File: config.mk
export PLATFORM = sky130hd
export DESIGN_NAME = if_fetch_unit_flat
export DESIGN_NICKNAME = d
export VERILOG_FILES = /design/src/rtl/if_fetch_unit_if.sv /design/src/rtl/if_fetch_unit.sv /design/src/flat_wrapper.sv
export SDC_FILE = /design/constraint.sdc
export NUM_CORES = 1
export LEC_CHECK = 0
export BUFFER_PORTS_ARGS = -buffer_cell sky130_fd_sc_hd__buf_2
export CORE_ASPECT_RATIO = 0.9
export CORE_UTILIZATION = 48
export DETAILED_ROUTE_END_ITERATION = 8
export PLACE_DENSITY = 0.83
export SYNTH_ARGS = -nofsm -noshare
export SYNTH_HDL_FRONTEND = slang
export SYNTH_SLANG_ARGS = --single-unit
File: constraint.sdc
create_clock -name CLK -period 2.1 [get_ports CLK]
set_input_delay 0.21 -clock CLK [delete_from_list [all_inputs] [get_ports CLK]]
set_output_delay 0.21 -clock CLK [all_outputs]
set_load 0.05 [all_outputs]
File: src/rtl/if_fetch_unit_if.sv
// if_fetch_unit_if: instruction-memory read port between the fetch stage and imem.
//
// Signals:
//   imem_req   - read request from the fetch stage
//   imem_addr  - read address, held stable while a request waits for ready
//   imem_ready - read data valid this cycle (may coincide with the request)
//   imem_rdata - instruction word returned by memory
//
// Modports:
//   master - fetch-stage side (drives req/addr)
//   slave  - memory side (drives ready/rdata)
interface if_fetch_unit_if;
    logic        imem_req;
    logic [31:0] imem_addr;
    logic        imem_ready;
    logic [31:0] imem_rdata;

    modport master (
        output imem_req,
        output imem_addr,
        input  imem_ready,
        input  imem_rdata
    );

    modport slave (
        input  imem_req,
        input  imem_addr,
        output imem_ready,
        output imem_rdata
    );
endinterface

File: src/rtl/if_fetch_unit.sv
// if_fetch_unit: instruction-fetch stage and producer side of the IF/ID register.
//
// Owns the PC, issues instruction-memory reads over a ready handshake, applies
// hazard stalls and ID-stage redirects. The IF/ID register has no hold input, so
// a stalled instruction is captured here and re-presented every stall cycle.
//
// Parameters:
//   RESET_PC    - PC loaded on reset
// Ports:
//   CLK, RESET  - clock, synchronous active-high reset
//   StallF      - hold the PC (hazard unit)
//   PCSrcD      - redirect taken in ID
//   PCBranchD   - redirect target
//   imem        - instruction-memory read port (master)
//   InstrF      - to IF/ID instruction_in
//   PCPlus4F    - PCF + 4 (wraps modulo 2^32)
//   PCF         - current fetch PC
//   FetchValidF - InstrF holds a real instruction
//   FlushD      - to IF/ID ENABLE; 1 loads a bubble
//   StallCntF   - fetch-bubble counter
//   RedirCntF   - redirect counter
//
// Build option:
//   FETCH_PERF_EN - when defined, builds saturating StallCntF/RedirCntF counters;
//                   otherwise both outputs are tied to zero.
module if_fetch_unit #(
    parameter logic [31:0] RESET_PC = 32'h0000_0000
) (
    input  logic                   CLK,
    input  logic                   RESET,
    input  logic                   StallF,
    input  logic                   PCSrcD,
    input  logic [31:0]            PCBranchD,
    if_fetch_unit_if.master        imem,
    output logic [31:0]            InstrF,
    output logic [31:0]            PCPlus4F,
    output logic [31:0]            PCF,
    output logic                   FetchValidF,
    output logic                   FlushD,
    output logic [31:0]            StallCntF,
    output logic [31:0]            RedirCntF
);

    // StHold: instruction captured during a stall, memory idle.
    // StDrain: redirect arrived while a read was outstanding; wait it out, drop the data.
    typedef enum logic [1:0] {StFetch, StHold, StDrain} state_e;

    state_e      state_q, state_d;
    logic [31:0] pc_q, pc_d;
    logic [31:0] instr_q, instr_d;
    logic [31:0] tgt_q, tgt_d;
    logic [31:0] pc_plus4;

    assign pc_plus4 = pc_q + 32'd4;

    // Outputs
    always_comb begin
        PCF            = pc_q;
        PCPlus4F       = pc_plus4;
        imem.imem_addr = pc_q;
        InstrF         = (state_q == StHold) ? instr_q : imem.imem_rdata;
        if (RESET) begin
            imem.imem_req = 1'b0;
            FetchValidF   = 1'b0;
        end else begin
            imem.imem_req = (state_q != StHold);
            FetchValidF   = ((state_q == StFetch) && imem.imem_ready) || (state_q == StHold);
        end
        FlushD = !FetchValidF || PCSrcD;
    end

    // Next state; reset is applied in the register block
    always_comb begin
        state_d = state_q;
        pc_d    = pc_q;
        instr_d = instr_q;
        tgt_d   = tgt_q;
        unique case (state_q)
            StFetch: begin
                if (PCSrcD) begin
                    if (imem.imem_ready) begin
                        pc_d = PCBranchD;
                    end else begin
                        // The outstanding request cannot be withdrawn.
                        tgt_d   = PCBranchD;
                        state_d = StDrain;
                    end
                end else if (imem.imem_ready) begin
                    if (StallF) begin
                        instr_d = imem.imem_rdata;
                        state_d = StHold;
                    end else begin
                        pc_d = pc_plus4;
                    end
                end
            end
            StHold: begin
                if (PCSrcD) begin
                    pc_d    = PCBranchD;
                    state_d = StFetch;
                end else if (!StallF) begin
                    pc_d    = pc_plus4;
                    state_d = StFetch;
                end
            end
            StDrain: begin
                if (PCSrcD) begin
                    tgt_d = PCBranchD;
                end
                if (imem.imem_ready) begin
                    // Latest redirect wins, including one arriving this cycle.
                    pc_d    = PCSrcD ? PCBranchD : tgt_q;
                    state_d = StFetch;
                end
            end
            default: begin
                state_d = StFetch;
            end
        endcase
    end

    always_ff @(posedge CLK) begin
        if (RESET) begin
            state_q <= StFetch;
            pc_q    <= RESET_PC;
            instr_q <= 32'h0;
            tgt_q   <= 32'h0;
        end else begin
            state_q <= state_d;
            pc_q    <= pc_d;
            instr_q <= instr_d;
            tgt_q   <= tgt_d;
        end
    end

`ifdef FETCH_PERF_EN
    logic [31:0] stall_cnt_q, stall_cnt_d;
    logic [31:0] redir_cnt_q, redir_cnt_d;

    always_comb begin
        stall_cnt_d = stall_cnt_q;
        redir_cnt_d = redir_cnt_q;
        if (!FetchValidF && (stall_cnt_q != 32'hFFFF_FFFF)) begin
            stall_cnt_d = stall_cnt_q + 32'd1;
        end
        if (PCSrcD && (redir_cnt_q != 32'hFFFF_FFFF)) begin
            redir_cnt_d = redir_cnt_q + 32'd1;
        end
    end

    always_ff @(posedge CLK) begin
        if (RESET) begin
            stall_cnt_q <= 32'h0;
            redir_cnt_q <= 32'h0;
        end else begin
            stall_cnt_q <= stall_cnt_d;
            redir_cnt_q <= redir_cnt_d;
        end
    end

    assign StallCntF = stall_cnt_q;
    assign RedirCntF = redir_cnt_q;
`else
    assign StallCntF = 32'h0;
    assign RedirCntF = 32'h0;
`endif

endmodule

File: src/flat_wrapper.sv
// flat-port wrapper written by rule: the top's interface ports become plain ports
module if_fetch_unit_flat 
#(
    parameter logic [31:0] RESET_PC = 32'h0000_0000
)
  (CLK, RESET, StallF, PCSrcD, PCBranchD, InstrF, PCPlus4F, PCF, FetchValidF, FlushD, StallCntF, RedirCntF, imem_imem_req, imem_imem_addr, imem_imem_ready, imem_imem_rdata);
  if_fetch_unit_if imem_i ();
  input  logic CLK;
  input  logic RESET;
  input  logic StallF;
  input  logic PCSrcD;
  input  logic [31:0] PCBranchD;
  output logic [31:0] InstrF;
  output logic [31:0] PCPlus4F;
  output logic [31:0] PCF;
  output logic FetchValidF;
  output logic FlushD;
  output logic [31:0] StallCntF;
  output logic [31:0] RedirCntF;
  output wire logic [$bits(imem_i.imem_req)-1:0] imem_imem_req;
  output wire logic [$bits(imem_i.imem_addr)-1:0] imem_imem_addr;
  input wire logic [$bits(imem_i.imem_ready)-1:0] imem_imem_ready;
  input wire logic [$bits(imem_i.imem_rdata)-1:0] imem_imem_rdata;
  assign imem_imem_req = imem_i.imem_req;
  assign imem_imem_addr = imem_i.imem_addr;
  assign imem_i.imem_ready = imem_imem_ready;
  assign imem_i.imem_rdata = imem_imem_rdata;
  if_fetch_unit #(.RESET_PC(RESET_PC)) u_core (.CLK(CLK), .RESET(RESET), .StallF(StallF), .PCSrcD(PCSrcD), .PCBranchD(PCBranchD), .imem(imem_i), .InstrF(InstrF), .PCPlus4F(PCPlus4F), .PCF(PCF), .FetchValidF(FetchValidF), .FlushD(FlushD), .StallCntF(StallCntF), .RedirCntF(RedirCntF));
endmodule
==> impl_metrics.yaml <==
yosys:
  yosys_most_used_dff: "dfxtp_1"
  synth_top_cell_by_area: "dfxtp_1"
  synth_area_per_cell_um2: 7.59
  synth-seq-area-share_pct: 32.6
  synth_cell_types: 58
  yosysTopAreaCellShare_pct: 32.6
  ys_seq_elements: 98
  synth.area.top_cells: "dfxtp_1 33%, buf_4 12%, nand2_1 11%"
  synth_edf_count: 0
  synthArstFlopShare_pct: 0
  syn_area_um2: 6030
  yosysWarnings: 0
  netlist_instances: 794
drt:
  wl_per_cell_um: 17.7
  first_pass_iters: 6
  vias: 6709
  via_per_inst: 5.67
  drc_errors: 0
  drt_wl_total_mm: 20.9
  drtAntennaViolNets: 0
  drtIter0Drc: 963
worst_hold_path:
  min_from: "imem_imem_ready"
  hold_class: "input port to flip-flop"
timing:
  tightestPinTransition_ns: 0.537
  rsz0062_at_grt: "true"
  skew_ns: 0.00811
  slew_headroom_pct: 63.3
  period_share_pct: 113
  fin_ws_ns: -0.274
  setup_viol: 20
  holdWs_ns: 0.0763
  finalMaxSlewViolations: 0
  fin_crit_ns: 2.37
  fmax_ghz: 0.421
  hold_violations: 0
finish:
  final_common_cell: "buf_2"
  final_cell_mix: "175 x buf_2, 169 x nand2_1, 88 x a21oi_1, 82 x buf_4, 70 x dfxtp_1"
  regArea_um2: 2040
  fin_nets: 1088
  multi_input_area_um2: 3860
  fill_cells: 891
  stdcell_area_um2: 8480
  drive_gt1_share_pct: 42.8
  syn_to_final_growth_pct: 40.7
die:
  die_width_um: 120
  die_area_um2: 13000
  start_util_pct: 49.7
  coreArea_um2: 12100
  die_h_um: 108
  io_pins: 264
  placementRows: 38
cts:
  cts_tree: "built"
  clockBufferDepth: 2
  cts_root_buf: "clkbuf_16"
  cts.sink_count: 98
  htreeDepth: 3
  ctsHoldBuffers: 0
  cts_buffers: 9
  clkSlewWorstSetupHoldPaths_ns: 0.07
  clkLatencyLatePin_ns: 0.36
worst_setup_path:
  crit_chain: "nand4_4, buf_6, nor3_4, buf_6, nand4_1, xnor2_4, buf_6"
  worstSetupStartpointType: "flip-flop"
  cpPeakStageDelay_ns: 0.39
  cp_common_cell: "buf_6"
  cp_slowest_cell: "dfxtp_4"
  critPathLaunch: "u_core.PCF[5]"
  path_class: "flip-flop to output pin"
  worstPathMaxFanout: 6
  cp-end-kind: "output pin"
  cp_data_arrival_time_ns: 2.16
  required_ns: 1.89
  reg2reg_from: "u_core.PCF[5]"
global_routing:
  grt_usage_pct: 27.7
  grt_pass1_vias: 5616
  antenna_found_initial: 1
  grt_start_max_net_pins: 46
  grt_pass1_wl_mm: 28.6
  grt-ovfl-total: 0
pwr:
  pwr_density_cell_nw_per_um2: 680
  ir_drop_v: 0.000422
  power.leakage_nw: 3.89
status:
  status: "finished, violations left"
  violations: "setup timing"
flow_run:
  drv_cap: 0
place:
  hpwl_mm: 12.5
  io_buffers: 199
  gp_congestion: 0.929
  place_area_um2: 7360
## kinds of logic (layout without fill, tap and decap cells)
kind of cell               after synthesis  after routing  share of synthesized area (%)
and+or+nand+nor                        290            290                           22.3
AOI/OAI and AO/OA                      177            177                           17.6
buffers and inverters                  163            329                           16.5
DFF                                     98             98                           32.6
muxes                                   36             36                           6.67
xor gates and xnor gates                28             28                           4.07
adders and majority gates                1              1                          0.208
other                                    1             65                         0.0622
## layer usage
layer	up-vias	share of wire, %	track usage, %
li1	3011	-	-
met1	3063	38	35.8
met2	510	47	45.2
met3	125	10	6.12
met4	0	4.8	10.2
met5	-	0	0
## metrics by stage
step	setup TNS, ns	std cells	setup WS (ns)	util, %	total power, mW
after floorplan	-0.310	857	-0.125	-	3.68
after global placement	0	1120	0.0365	60.7	3.96
after detailed placement	-0.00585	1120	-0.00585	60.7	3.98
after CTS	-2.35	1152	-0.235	66.2	5.67
after global routing	-4.16	1183	-0.335	69.9	5.95
final	-2.90	1184	-0.274	69.9	5.76
## registers in the layout, indices dropped and copies added, names as in the netlist
register / flops
u_core.PCF: 32
u_core.instr_q: 32
u_core.state_q: 2
u_core.tgt_q: 32
## worst max-delay path, delay by kind of cell, from the launching register on
family,cells,cell delay [ns]
AND/OR/NAND/NOR,3,0.64
XOR/XNOR,1,0.24
buffers and inverters,3,0.52
flip-flops,1,0.39
## where the power goes
group | total, mW | switching [mW] | leakage, nW | internal (mW)
clock | 1.67 | 0.835 | 0.144 | 0.840
combinational | 2.02 | 1.48 | 2.93 | 0.538
sequential | 2.07 | 0.108 | 0.817 | 1.96
## final cells by class
cell class	count	share of cell area, %
antenna	1	0.0295
tap	160	2.36
timing repair buffer	302	24.1
multi-input combinational	596	45.5
inverter	11	0.487
clock inverter	7	0.753
clock buffer	9	2.66
sequential	98	24.0
## repair_timing
item                       4_1_cts  5_1_grt
setup buffers                   16       31
pin swaps                       13       26
resized for setup               65       47
gates cloned                     0        0
setup endpoints to repair       22       29
## Yosys cell counts (6+ instances only)
| library cell | count |
|---|---|
| a211oi_1 | 9 |
| a21oi_1 | 88 |
| a31oi_1 | 7 |
| and3_1 | 8 |
| and4_1 | 6 |
| buf_2 | 9 |
| buf_4 | 99 |
| clkbuf_1 | 42 |
| dfxtp_1 | 98 |
| inv_1 | 10 |
| mux2_2 | 33 |
| nand2_1 | 169 |
| nand2b_1 | 7 |
| nand3_1 | 14 |
| nand4_1 | 9 |
| nor2_1 | 31 |
| nor3_1 | 15 |
| nor4_1 | 6 |
| o211ai_1 | 6 |
| o21ai_0 | 31 |
| xnor2_1 | 19 |
| xor2_1 | 9 |
## final timing paths
check                            to  cells after the start  slack (ns)
setup / recovery       PCPlus4F[31]                      7       -0.27
hold / removal    u_core.state_q[1]                      2        0.08
setup reg to reg     u_core.PCF[29]                      9       -0.02
hold reg to reg     u_core.tgt_q[5]                      2        0.45
Power figures use the tool's default switching activity.
